$ cat src/rtl/host_arb2.sv
// Two-requester round-robin arbiter sharing one host-bus slave.
// Each requester owns a one-deep command slot. At most one read is outstanding, and a timeout guard releases the bus.
module host_arb2 #(
   parameter int              AW         = 32,
   parameter int              DW         = 32,
   parameter int              RD_TIMEOUT = 64,
   parameter logic [DW-1:0]   TO_DATA    = 'hDEAD_DEAD
) (
   input  logic          clk,
   input  logic          rst_n,
   input  logic          m0_cmd_vld,
   input  logic [AW-1:0] m0_addr,
   input  logic [DW-1:0] m0_data_w,
   input  logic          m0_rw,
   output logic          m0_busy,
   output logic [DW-1:0] m0_data_r,
   output logic          m0_rd_vld,
   input  logic          m1_cmd_vld,
   input  logic [AW-1:0] m1_addr,
   input  logic [DW-1:0] m1_data_w,
   input  logic          m1_rw,
   output logic          m1_busy,
   output logic [DW-1:0] m1_data_r,
   output logic          m1_rd_vld,
   output logic          s_cmd_vld,
   output logic [AW-1:0] s_addr,
   output logic [DW-1:0] s_data_w,
   output logic          s_rw,
   input  logic [DW-1:0] s_data_r,
   input  logic          s_rd_vld,
   input  logic          err_clr,
   output logic          drop_err,
   output logic          to_err
);

   localparam int            CW      = $clog2(RD_TIMEOUT);
   localparam logic [CW-1:0] TO_LAST = CW'(RD_TIMEOUT - 1);

   typedef enum logic [1:0] {IDLE, ISSUE, WAIT_RD} state_t;

   state_t        state_q, state_d;
   logic          grant_q, grant_d;
   logic [CW-1:0] cnt_q, cnt_d;
   logic          issue, to_hit;
   logic [1:0]    free, ret;
   logic [DW-1:0] ret_data;

   logic [1:0]    cmd_vld, accept, drop, busy_q, rd_vld_q;
   logic [AW-1:0] cmd_addr [2];
   logic [DW-1:0] cmd_data [2];
   logic [1:0]    cmd_rw;
   logic [AW-1:0] slot_addr [2];
   logic [DW-1:0] slot_data [2];
   logic [1:0]    slot_rw;
   logic [DW-1:0] data_r_q [2];

   assign cmd_vld     = {m1_cmd_vld, m0_cmd_vld};
   assign cmd_addr[0] = m0_addr;
   assign cmd_addr[1] = m1_addr;
   assign cmd_data[0] = m0_data_w;
   assign cmd_data[1] = m1_data_w;
   assign cmd_rw      = {m1_rw, m0_rw};
   // A strobe against an occupied slot is dropped even if the slot frees on this edge.
   assign accept      = cmd_vld & ~busy_q;
   assign drop        = cmd_vld & busy_q;

   assign m0_busy   = busy_q[0];
   assign m1_busy   = busy_q[1];
   assign m0_rd_vld = rd_vld_q[0];
   assign m1_rd_vld = rd_vld_q[1];
   assign m0_data_r = data_r_q[0];
   assign m1_data_r = data_r_q[1];

   always_comb begin
      // NOTE: every output of this block gets a default first so no path can infer a latch.
      state_d  = state_q;
      grant_d  = grant_q;
      cnt_d    = cnt_q;
      issue    = 1'b0;
      free     = 2'b00;
      ret      = 2'b00;
      ret_data = s_data_r;
      to_hit   = 1'b0;
      case (state_q)
         IDLE: begin
            if (|busy_q) begin
               grant_d = (&busy_q) ? ~grant_q : busy_q[1];
               issue   = 1'b1;
               state_d = ISSUE;
            end
         end
         ISSUE: begin
            cnt_d = '0;
            if (slot_rw[grant_q]) begin
               free[grant_q] = 1'b1;
               state_d       = IDLE;
            end else begin
               state_d = WAIT_RD;
            end
         end
         WAIT_RD: begin
            cnt_d = cnt_q + CW'(1);
            if (s_rd_vld) begin
               ret[grant_q]  = 1'b1;
               free[grant_q] = 1'b1;
               state_d       = IDLE;
            end else if (cnt_q == TO_LAST) begin
               ret[grant_q]  = 1'b1;
               free[grant_q] = 1'b1;
               ret_data      = TO_DATA;
               to_hit        = 1'b1;
               state_d       = IDLE;
            end
         end
         default: state_d = IDLE;
      endcase
   end

   // NOTE: sequential state uses non-blocking assignments only, so every register samples pre-edge values.
   always_ff @(posedge clk or negedge rst_n) begin
      if (!rst_n) begin
         state_q     <= IDLE;
         grant_q     <= 1'b1;
         cnt_q       <= '0;
         busy_q      <= 2'b00;
         s_cmd_vld   <= 1'b0;
         s_addr      <= '0;
         s_data_w    <= '0;
         s_rw        <= 1'b0;
         rd_vld_q    <= 2'b00;
         data_r_q[0] <= '0;
         data_r_q[1] <= '0;
         drop_err    <= 1'b0;
         to_err      <= 1'b0;
      end else begin
         state_q   <= state_d;
         grant_q   <= grant_d;
         cnt_q     <= cnt_d;
         busy_q    <= (busy_q & ~free) | accept;
         s_cmd_vld <= issue;
         if (issue) begin
            s_addr   <= slot_addr[grant_d];
            s_data_w <= slot_data[grant_d];
            s_rw     <= slot_rw[grant_d];
         end
         rd_vld_q <= ret;
         for (int i = 0; i < 2; i++) begin
            if (ret[i]) data_r_q[i] <= ret_data;
         end
         drop_err <= (|drop) | (drop_err & ~err_clr);
         to_err   <= to_hit | (to_err & ~err_clr);
      end
   end

   // NOTE: slot payload is not reset; it is only read while busy marks it valid.
   always_ff @(posedge clk) begin
      for (int i = 0; i < 2; i++) begin
         if (accept[i]) begin
            slot_addr[i] <= cmd_addr[i];
            slot_data[i] <= cmd_data[i];
            slot_rw[i]   <= cmd_rw[i];
         end
      end
   end

endmodule

$ cat config.mk
export PLATFORM = sky130hd
export DESIGN_NAME = host_arb2
export DESIGN_NICKNAME = d
export VERILOG_FILES = /design/src/rtl/host_arb2.sv
export SDC_FILE = /design/constraint.sdc
export NUM_CORES = 1
export LEC_CHECK = 0
export CAP_MARGIN = 10
export CELL_PAD_IN_SITES_DETAIL_PLACEMENT = 0
export CELL_PAD_IN_SITES_GLOBAL_PLACEMENT = 1
export CORE_MARGIN = 2
export CORE_UTILIZATION = 38
export DETAILED_ROUTE_END_ITERATION = 7
export PLACE_DENSITY = 0.89
export SYNTH_ARGS = -nofsm -noshare
export SYNTH_HDL_FRONTEND = slang
export SYNTH_SLANG_ARGS = --single-unit
export TNS_END_PERCENT = 100
$ cat constraint.sdc
create_clock -name clk -period 4.4 [get_ports clk]
set_input_delay 0.88 -clock clk [delete_from_list [all_inputs] [get_ports clk]]
set_output_delay 0.88 -clock clk [all_outputs]
set_load 0.03 [all_outputs]
==> results by group <==
Clocking
  • # Post-CTS Setup Buffers: 0
  • # clock sinks: 275
  • Resized Gates After CTS: 0
  • Hold Buf Count CTS: 0
  • Num CTS Buffers: 28
  • TritonCTS clock tree: yes
  • Clock transition at path regs: 60 ps
  • Clock root cell: clkbuf_16
  • Worst-skew pair later-pin latency: 530 ps
  • H-tree Lvls: 1
  • Maximum root-to-sink buffer count: 3

Route
  • Post-route ant nets: 0
  • DRC Markers: 0
  • Post-Route WL: 23.7 mm
  • Detailed-router iteration count before antenna repair: 4
  • Drt via density: 4.93
  • Initial drt markers: 378
  • Wire length per cell: 18.2 µm
  • Via count: 6,410

Finish
  • Layout cells sized above 1: 6.63%
  • Nets: 1,117
  • Area Growth Syn to Fin: 43.0%
  • Fin util: 54.9%
  • Layout Cells excl Fill: 1,301
  • Fillcell total: 2,087
  • Diode count: 0

Worst setup path
  • Reg2reg path depth: 7
  • R2r endpoint: busy_q[1]$_DFF_PN0_
  • Worst Path Class, Setup: reg2out
  • Buf+Inv Stages, Crit Path: 1
  • Crit-path cells: clkdlybuf4s50_1
  • Critical path fanouts, max: 8
  • Worst reg2reg setup slack: 1940 ps
  • Worst Setup SP: busy_q[0]$_DFF_PN0_
  • Crit end category: output pin
  • RR Startpoint: state_q[0]$_DFFE_PN0P_
  • Worst path required time: 3520 ps
  • Slowest stage delay, CP: 770 ps
  • Worst setup SP type: flip-flop
  • Critical Path AT: 1880 ps
  • Slowest-stage cell, CP: clkdlybuf4s50_1
  • CP top delay family: buffers and inverters

Global routing
  • Largest net degree at the start of global routing: 105
  • Number of global-route vias before repair: 6,653
  • Initial antenna violation count: 1
  • First-pass GRT wire length: 37.1 mm
  • GRT Total Usage: 16.9%
  • Overflow after GRT: 0

Min path
  • Worst Hold Class: in2async

STA
  • TNS Setup: 0 ps
  • Final worst setup slack: 1640 ps
  • Final setup viols: 0
  • Final Hold Fails: 0
  • Max-slew headroom: 35.2%
  • Final Max Tran Viols: 0
  • Tcrit/Tclk final: 62.7%
  • RSZ-0062 raised after global routing: no
  • Achievable Freq: 0.363 GHz
  • Crit path time final: 2760 ps
  • Slew @ Worst Pin: 971 ps
  • Clock Skews: 8.87 ps

Floorplanning
  • I/O pin total: 304
  • Starting Density: 38.4%
  • Core ar.: 0.0259 mm²
  • Die width: 166 µm
  • Row cnt: 59
  • Die Height: 166 µm
  • Die area: 0.0275 mm²

Place
  • DPL Wire Length: 16.1 mm
  • DP Cell Count: 1,250
  • GP Congestion: 0.826
  • Port Buffers: 303
  • Post-Place Worst Slack: 1350 ps

Synth
  • Library cells used by synthesis: 39
  • Synth Area in XOR/XNOR: 0.0880%
  • Seq/Total Area, Yosys: 75.7%
  • Post-synthesis simple-gate area fraction: 4.25%
  • Post-synthesis compound-gate area fraction: 10.3%
  • Post-synthesis cell area: 0.00995 mm²
  • Mapped Cells: 641
  • Synthesized flop and latch total: 275
  • Synthesized area per cell: 15.5 µm²
  • Portion of netlist area occupied by mux cells: 6.74%
  • Largest family of logic cells by synthesized area: compound AO/OA/AOI/OAI gates
  • Syn_nets: 813
  • Ys Warns: 0
  • Post-synthesis adder-cell area fraction: 0.503%

Power and ir drop
  • Net Sw Power: 4.07 mW
  • Pwr per Cell Area: 769 mW/mm²
  • Sw Ratio: 37.2%
  • Max IR drop VDD: 0.500 mV
  • Internal power: 6.87 mW
  • Comb power frac: 42.1%
  • Clock Power Share: 21.6%
  • Seq pwr share: 36.3%
  • Leak: 5.55 nW

Outcome
  • Status: finished, final reports clean

Job
  • Max-cap violations: 0
-- power groups by stage --
stage | registers [mW] | clock network, mW | logic, mW
6_report | 3.97 | 2.37 | 4.61
4_1_cts | 3.97 | 2.42 | 4.67
2_1_floorplan | 5.14 | 0 | 1.66
5_1_grt | 4.06 | 2.53 | 4.92
3_5_place_dp | 4.00 | 0 | 4.66
3_3_place_gp | 3.98 | 0 | 4.58
-- cell type report --
| cell class | instances | area [µm²] | share of cell area, % |
|---|---|---|---|
| timing repair buffer | 311 | 3090 | 21.7 |
| tap | 335 | 419 | 2.94 |
| sequential | 275 | 7530 | 52.9 |
| clock buffer | 43 | 838 | 5.89 |
| multi-input combinational | 318 | 2210 | 15.5 |
| clock inverter | 8 | 93.8 | 0.659 |
| inverter | 11 | 42.5 | 0.299 |
-- cells in the mapped netlist --
library cell,instances,area [µm²]
a21oi_1,2,10.0
nand2_1,74,278
dfrtp_1,144,3600
and3_4,2,22.5
a22o_1,20,175
nand3b_1,3,22.5
mux2i_1,67,671
and4b_1,1,10.0
or3_1,1,6.26
buf_4,3,22.5
o31ai_1,1,7.51
a31oi_1,2,12.5
and3_1,1,6.26
nand2b_1,1,6.26
and3b_1,1,8.76
nand3_1,3,15.0
edfxtp_1,130,3900
nor2_1,6,22.5
clkbuf_1,19,71.3
o22ai_1,1,6.26
a22oi_1,1,7.51
nand4_1,1,6.26
nor2b_1,3,18.8
o22a_1,44,385
clkinv_2,1,5.00
buf_6,5,56.3
ha_1,4,50.1
inv_2,2,7.51
a31o_1,2,17.5
o2bb2ai_1,1,8.76
o21ai_0,33,165
a21oi_2,1,8.76
a31oi_2,2,25.0
xor2_1,1,8.76
buf_2,9,45.0
dfstp_2,1,26.3
clkbuf_2,1,5.00
inv_1,8,30.0
o21ai_1,39,195
-- worst max-delay path by stage --
stage	endpoint	depth (start not counted)	slack [ps]
6_report	m0_busy	1	1640
5_1_grt	m0_busy	1	1570
4_1_cts	m0_busy	1	1630
3_5_place_dp	m0_data_r[18]$_DFFE_PN0P_	5	1350
3_3_place_gp	busy_q[1]$_DFF_PN0_	6	1430
2_1_floorplan	slot_addr[1][0]$_DFFE_PP_	1	170
-- registers in the layout (all words and copies together), names as in the netlist --
signal	count
slot_addr	64
slot_data	64
m0_data_r	32
m1_data_r	32
s_addr	32
s_data_w	32
cnt_q	6
busy_q	2
rd_vld_q	2
slot_rw	2
state_q	2
drop_err	1
grant_q	1
s_cmd_vld	1
s_rw	1
to_err	1
-- per-stage QoR --
step / total power [mW] / instance area [µm²] / hold WS, ps
after floorplan: 6.80 / 9950 / 478
after global placement: 8.56 / 13300 / 460
after detailed placement: 8.66 / 13300 / 469
after CTS: 11.1 / 14200 / 483
after global routing: 11.5 / 14200 / 507
final: 10.9 / 14200 / 464
-- layout by cell type (no fill, tap or decap), drive strengths merged, types with 4 or more instances in the layout --
master,count
clkdlybuf4s50,302
dfrtp,144
edfxtp,130
nand2,74
o21ai,72
mux2i,67
o22a,44
clkbuf,43
a22o,20
inv,12
buf,9
nor2,6
clkinv,5
ha,4
a31oi,4
-- routing by layer --
metal	vias up	track usage (%)	routed length, µm
met5	-	0	13
met3	52	5.12	1850
met4	2	5.75	740
met2	268	27.9	11400
met1	3121	21.2	9680
li1	2967	-	-
-- cells by family (layout without fill, tap and decap cells) --
family | after synthesis | in the layout
flip-flops | 275 | 275
AO/OA/AOI/OAI | 149 | 149
AND/OR/NAND/NOR | 97 | 97
multiplexers | 67 | 67
buffers and inverters | 48 | 373
adder cells (fa/ha/maj) | 4 | 4
XOR/XNOR | 1 | 1
Note: power is estimated with default switching activity, not from simulation.
==> patch 1 (same flow settings) <==
Encoding of `state_t`: now one-hot (3 bits for 3 states).
--- a/src/rtl/host_arb2.sv
+++ b/src/rtl/host_arb2.sv
@@ -38,3 +38,3 @@
 
-   typedef enum logic [1:0] {IDLE, ISSUE, WAIT_RD} state_t;
+   typedef enum logic [2:0] {IDLE = 3'b001, ISSUE = 3'b010, WAIT_RD = 3'b100} state_t;
 
Check against the original RTL: same outputs for any inputs over 4 cycles, from zero or initial values and one cycle with rst_n low; so few cycles prove little.
==> patch 1 against the unedited design <==
Sequential cell count rose by 1. Hold slack worse by 0.16 ns. Via count decreased by 2.2%. Setup slack gained 0.0012 ns. Cell area grew 0.14%. Sequential power down 2%. Combinational power down 8.7%. Routed wire length down 1.9%. Power decreased by 3.8%. Area after synthesis about the same.
==> patch 1: results (changes against the unedited design) <==
run status complete, no violations; fillcell total 2,113 (+1.2%); wire per inst 18.0 um (-1.4%); share of cells above drive strength 1 0.0699 (+0.00361); met3 GRT Util 0.0467 (-0.00453); initial antenna violation count 0 (-1); largest fanout on the critical path 7 (-1); Nets 1,106 (-0.98%); invs w/o clock 7 (-4); Worst IR Drop VDD 0.526 mV (+5.1%); Leakage 5.66 nW (+1.9%); clk_skew 0.00915 ns (+0.000282 ns); RR Startpoint cnt_q[0]; Post-Syn Nets 799 (-1.7%); met3 WL post-DR 1.72 mm (-7.4%); M1 GR Usage 0.205 (-0.00738); relative slew slack 0.352 (about the same); Reg2Reg Depth 6 (-1); sequential share of the synthesized area 0.760 (+0.00302); share of cell area taken by multi-input logic gates 0.153 (-0.00285); first-pass GRT wire length 36.1 mm (-2.7%); met2 wire len 11.2 mm (-1.8%); DRT met1 WL 9.55 mm (-1.4%); Worst R2R End m1_data_r[28]; DRT iter0 DRCs 478 (+26%); sequential standard cell area 0.00756 sq mm (+0.35%); Unique masters post-synth 38 (-2.6%); vias in the first global route 6,541 (-1.7%); number of iterations in the first detailed-routing pass 5 (+1); CLK BUF 40 (-7.0%); routability cong. 0.788 (-4.6%); hold slack 0.300 ns (-0.164 ns); hpwl dp 15.6 mm (-2.8%); R2R setup slack 1.85 ns (-0.09 ns); largest net degree at the start of global routing 93 (-11%); multi-input gate count 313 (-1.6%); top layer in use met4; asr flop ratio synth 0.529 (+0.00171); Non-clock buffering overhead 0.218 (+0.000573); All-Layer GR Usage 0.164 (-0.00436)
-- patch 1: changes by cell type in the layout (fill, tap and decap cells not counted), moves of 3 or more --
| cell | change |
|---|---|
| o21ai_1 | +28 |
| o21ai_0 | -23 |
| and2_1 | +4 |
| clkbuf_8 | -4 |
| clkinv_2 | +3 |
| ha_1 | -3 |
| inv_1 | -3 |
| nand3_1 | -3 |
| nand3b_1 | -3 |
| nor2_1 | -3 |
-- patch 1: logic make-up (layout without fill, tap and decap cells) --
logic type               Yosys count  in the layout  share of synthesized area
flip-flops                       276            276                      0.760
AO/OA/AOI/OAI                    152            152                      0.105
AND/OR/NAND/NOR                   94             94                     0.0426
multiplexers                      65             65                     0.0654
buffers and inverters             41            370                     0.0254
adder cells (fa/ha/maj)            1              1                    0.00126
XOR/XNOR                           1              1                   0.000881
-- patch 1: metrics by stage --
stage / cells / instance area, sq um / power, W / util / setup slack, ns
global route: 1294 / 14300 / 0.0111 / 0.550 / 1.57
detailed placement: 1242 / 13300 / 0.00819 / 0.513 / 1.47
finish: 1294 / 14300 / 0.0105 / 0.550 / 1.64
floorplan: 630 / 9950 / 0.00660 / - / 0.145
CTS: 1294 / 14300 / 0.0107 / 0.550 / 1.59
global placement: 1242 / 13300 / 0.00808 / 0.513 / 1.54
-- patch 1: power by group --
group | switching (W) | internal [W] | leakage (nW)
clock network | 0.000953 | 0.00149 | 0.483
registers | 0.000392 | 0.00348 | 3.04
logic | 0.00244 | 0.00177 | 2.14
total | 0.00379 | 0.00674 | 5.66
-- patch 1: worst reg2reg max path: stages (launching register included) --
cell,delay [ns]
dfrtp_1,0.41
ha_1,0.24
and3_1,0.21
and3_1,0.23
o21ai_1,0.63
inv_2,0.39
o22a_1,0.32
==> patch 2 (config.mk and constraints unchanged) <==
Made on the original files. Change the parameter `AW` from 32 to 16.
--- a/src/rtl/host_arb2.sv
+++ b/src/rtl/host_arb2.sv
@@ -3,3 +3,3 @@
 module host_arb2 #(
-   parameter int              AW         = 32,
+   parameter int              AW         = 16,
    parameter int              DW         = 32,
Interface: changed (resized m0_addr, m1_addr and s_addr); port bits go from 304 to 256. No check against the original RTL was run, so the function may have changed too.
==> patch 2 against the unedited design <==
Sequential cell count is 48 lower. Power is 18% lower. Via count is 17% lower. Count of clock-buffer cells in the layout is 13 lower. Critical path depth stayed put. Cell area is 17% lower. Clock power is 23% lower. Setup slack worse by 0.024 ns. Routed wire length is 20% lower. Area after synthesis is 17% lower. Critical path type unchanged. Critical endpoint is now m1_busy. Largest cell class unchanged.
==> patch 2: results (changes against the unedited design) <==
Layout Cells excl Fill 1,090 (-16%); Syn Area/Cell 15.3 sq um (-1.5%); Routed Wire Length 19.1 mm (-20%); Unique masters post-synth 36 (-7.7%); Post-synth top cells 128 x dfrtp_1, 98 x edfxtp_1, 56 x nand2_1, 55 x o21ai_0, 52 x mux2i_1; DRT iter0 DRCs 203 (-46%); All-Layer GR Usage 0.162 (-0.00631); synth top area cells dfrtp_1 39%, edfxtp_1 36%, mux2i_1 6.3%; sequential share of the synthesized area 0.745 (-0.0122); run status complete, no violations; share of cells above drive strength 1 0.0654 (-0.000820); Worst R2R End m0_data_r[7]; Clock Latency Late Sink 0.51 ns (-0.02 ns); Slew @ Worst Pin 1.00 ns (+0.0326 ns); crit path from busy_q[1]; complex-gate fraction of the synthesized area 0.116 (+0.0130); mean number of vias per cell 4.90 (-0.51%); clk_skew 0.00799 ns (-0.000880 ns); R2R setup slack 2.00 ns (+0.06 ns); Nets 933 (-16%); hpwl dp 12.6 mm (-22%); XOR/XNOR share of the synthesized area 0 (-0.000880); asr flop ratio synth 0.568 (+0.0410); Worst EP arrival 1.90 ns (+0.02 ns); Worst IR Drop VDD 0.525 mV (+5.0%); dpl cells 1,048 (-16%); Inserted Clock Buffers 23 (-18%); routability cong. 0.760 (-8.0%); largest net degree at the start of global routing 103 (-1.9%); vias in the first global route 5,421 (-19%); CP endpoint m1_busy; fillcell total 1,799 (-14%)
==> patch 2: logic make-up after synthesis <==
| kind of cell | after synthesis |
|---|---|
| fa+ha+maj | 4 |
| compound gates | 135 |
| simple gates | 79 |
| buf+inv | 45 |
| mux | 52 |
| flops | 227 |
==> patch 2: per-layer routing <==
metal	vias to the layer above	GRT usage	part of all wire
met3	23	0.0443	0.091
met1	2597	0.213	0.43
li1	2502	-	-
met5	-	0	0
met4	0	0.0431	0.017
met2	221	0.269	0.46
==> patch 2: metrics by stage <==
step                power (W)  setup slack (ns)  area, sq um
floorplan             0.00565             0.885         8290
global placement      0.00718              1.60        11100
detailed placement    0.00727              1.44        11100
CTS                   0.00912              1.59        11800
global route          0.00952              1.52        11800
finish                0.00901              1.62        11800
==> patch 2: power groups by stage <==
stage / registers [W] / clock network [W] / logic (W)
3_5_place_dp: 0.00335 / 0 / 0.00392
5_1_grt: 0.00340 / 0.00198 / 0.00415
2_1_floorplan: 0.00432 / 0 / 0.00134
6_report: 0.00332 / 0.00183 / 0.00386
4_1_cts: 0.00332 / 0.00188 / 0.00392
3_3_place_gp: 0.00335 / 0 / 0.00383
==> patch 2: area by class of cell <==
class	count	share of cell area
Clock inverter	12	0.00700
Multi-Input combinational cell	270	0.163
Timing Repair Buffer	259	0.220
Inverter	12	0.00382
Sequential cell	227	0.523
Clock buffer	30	0.0535
Tap cell	280	0.0297
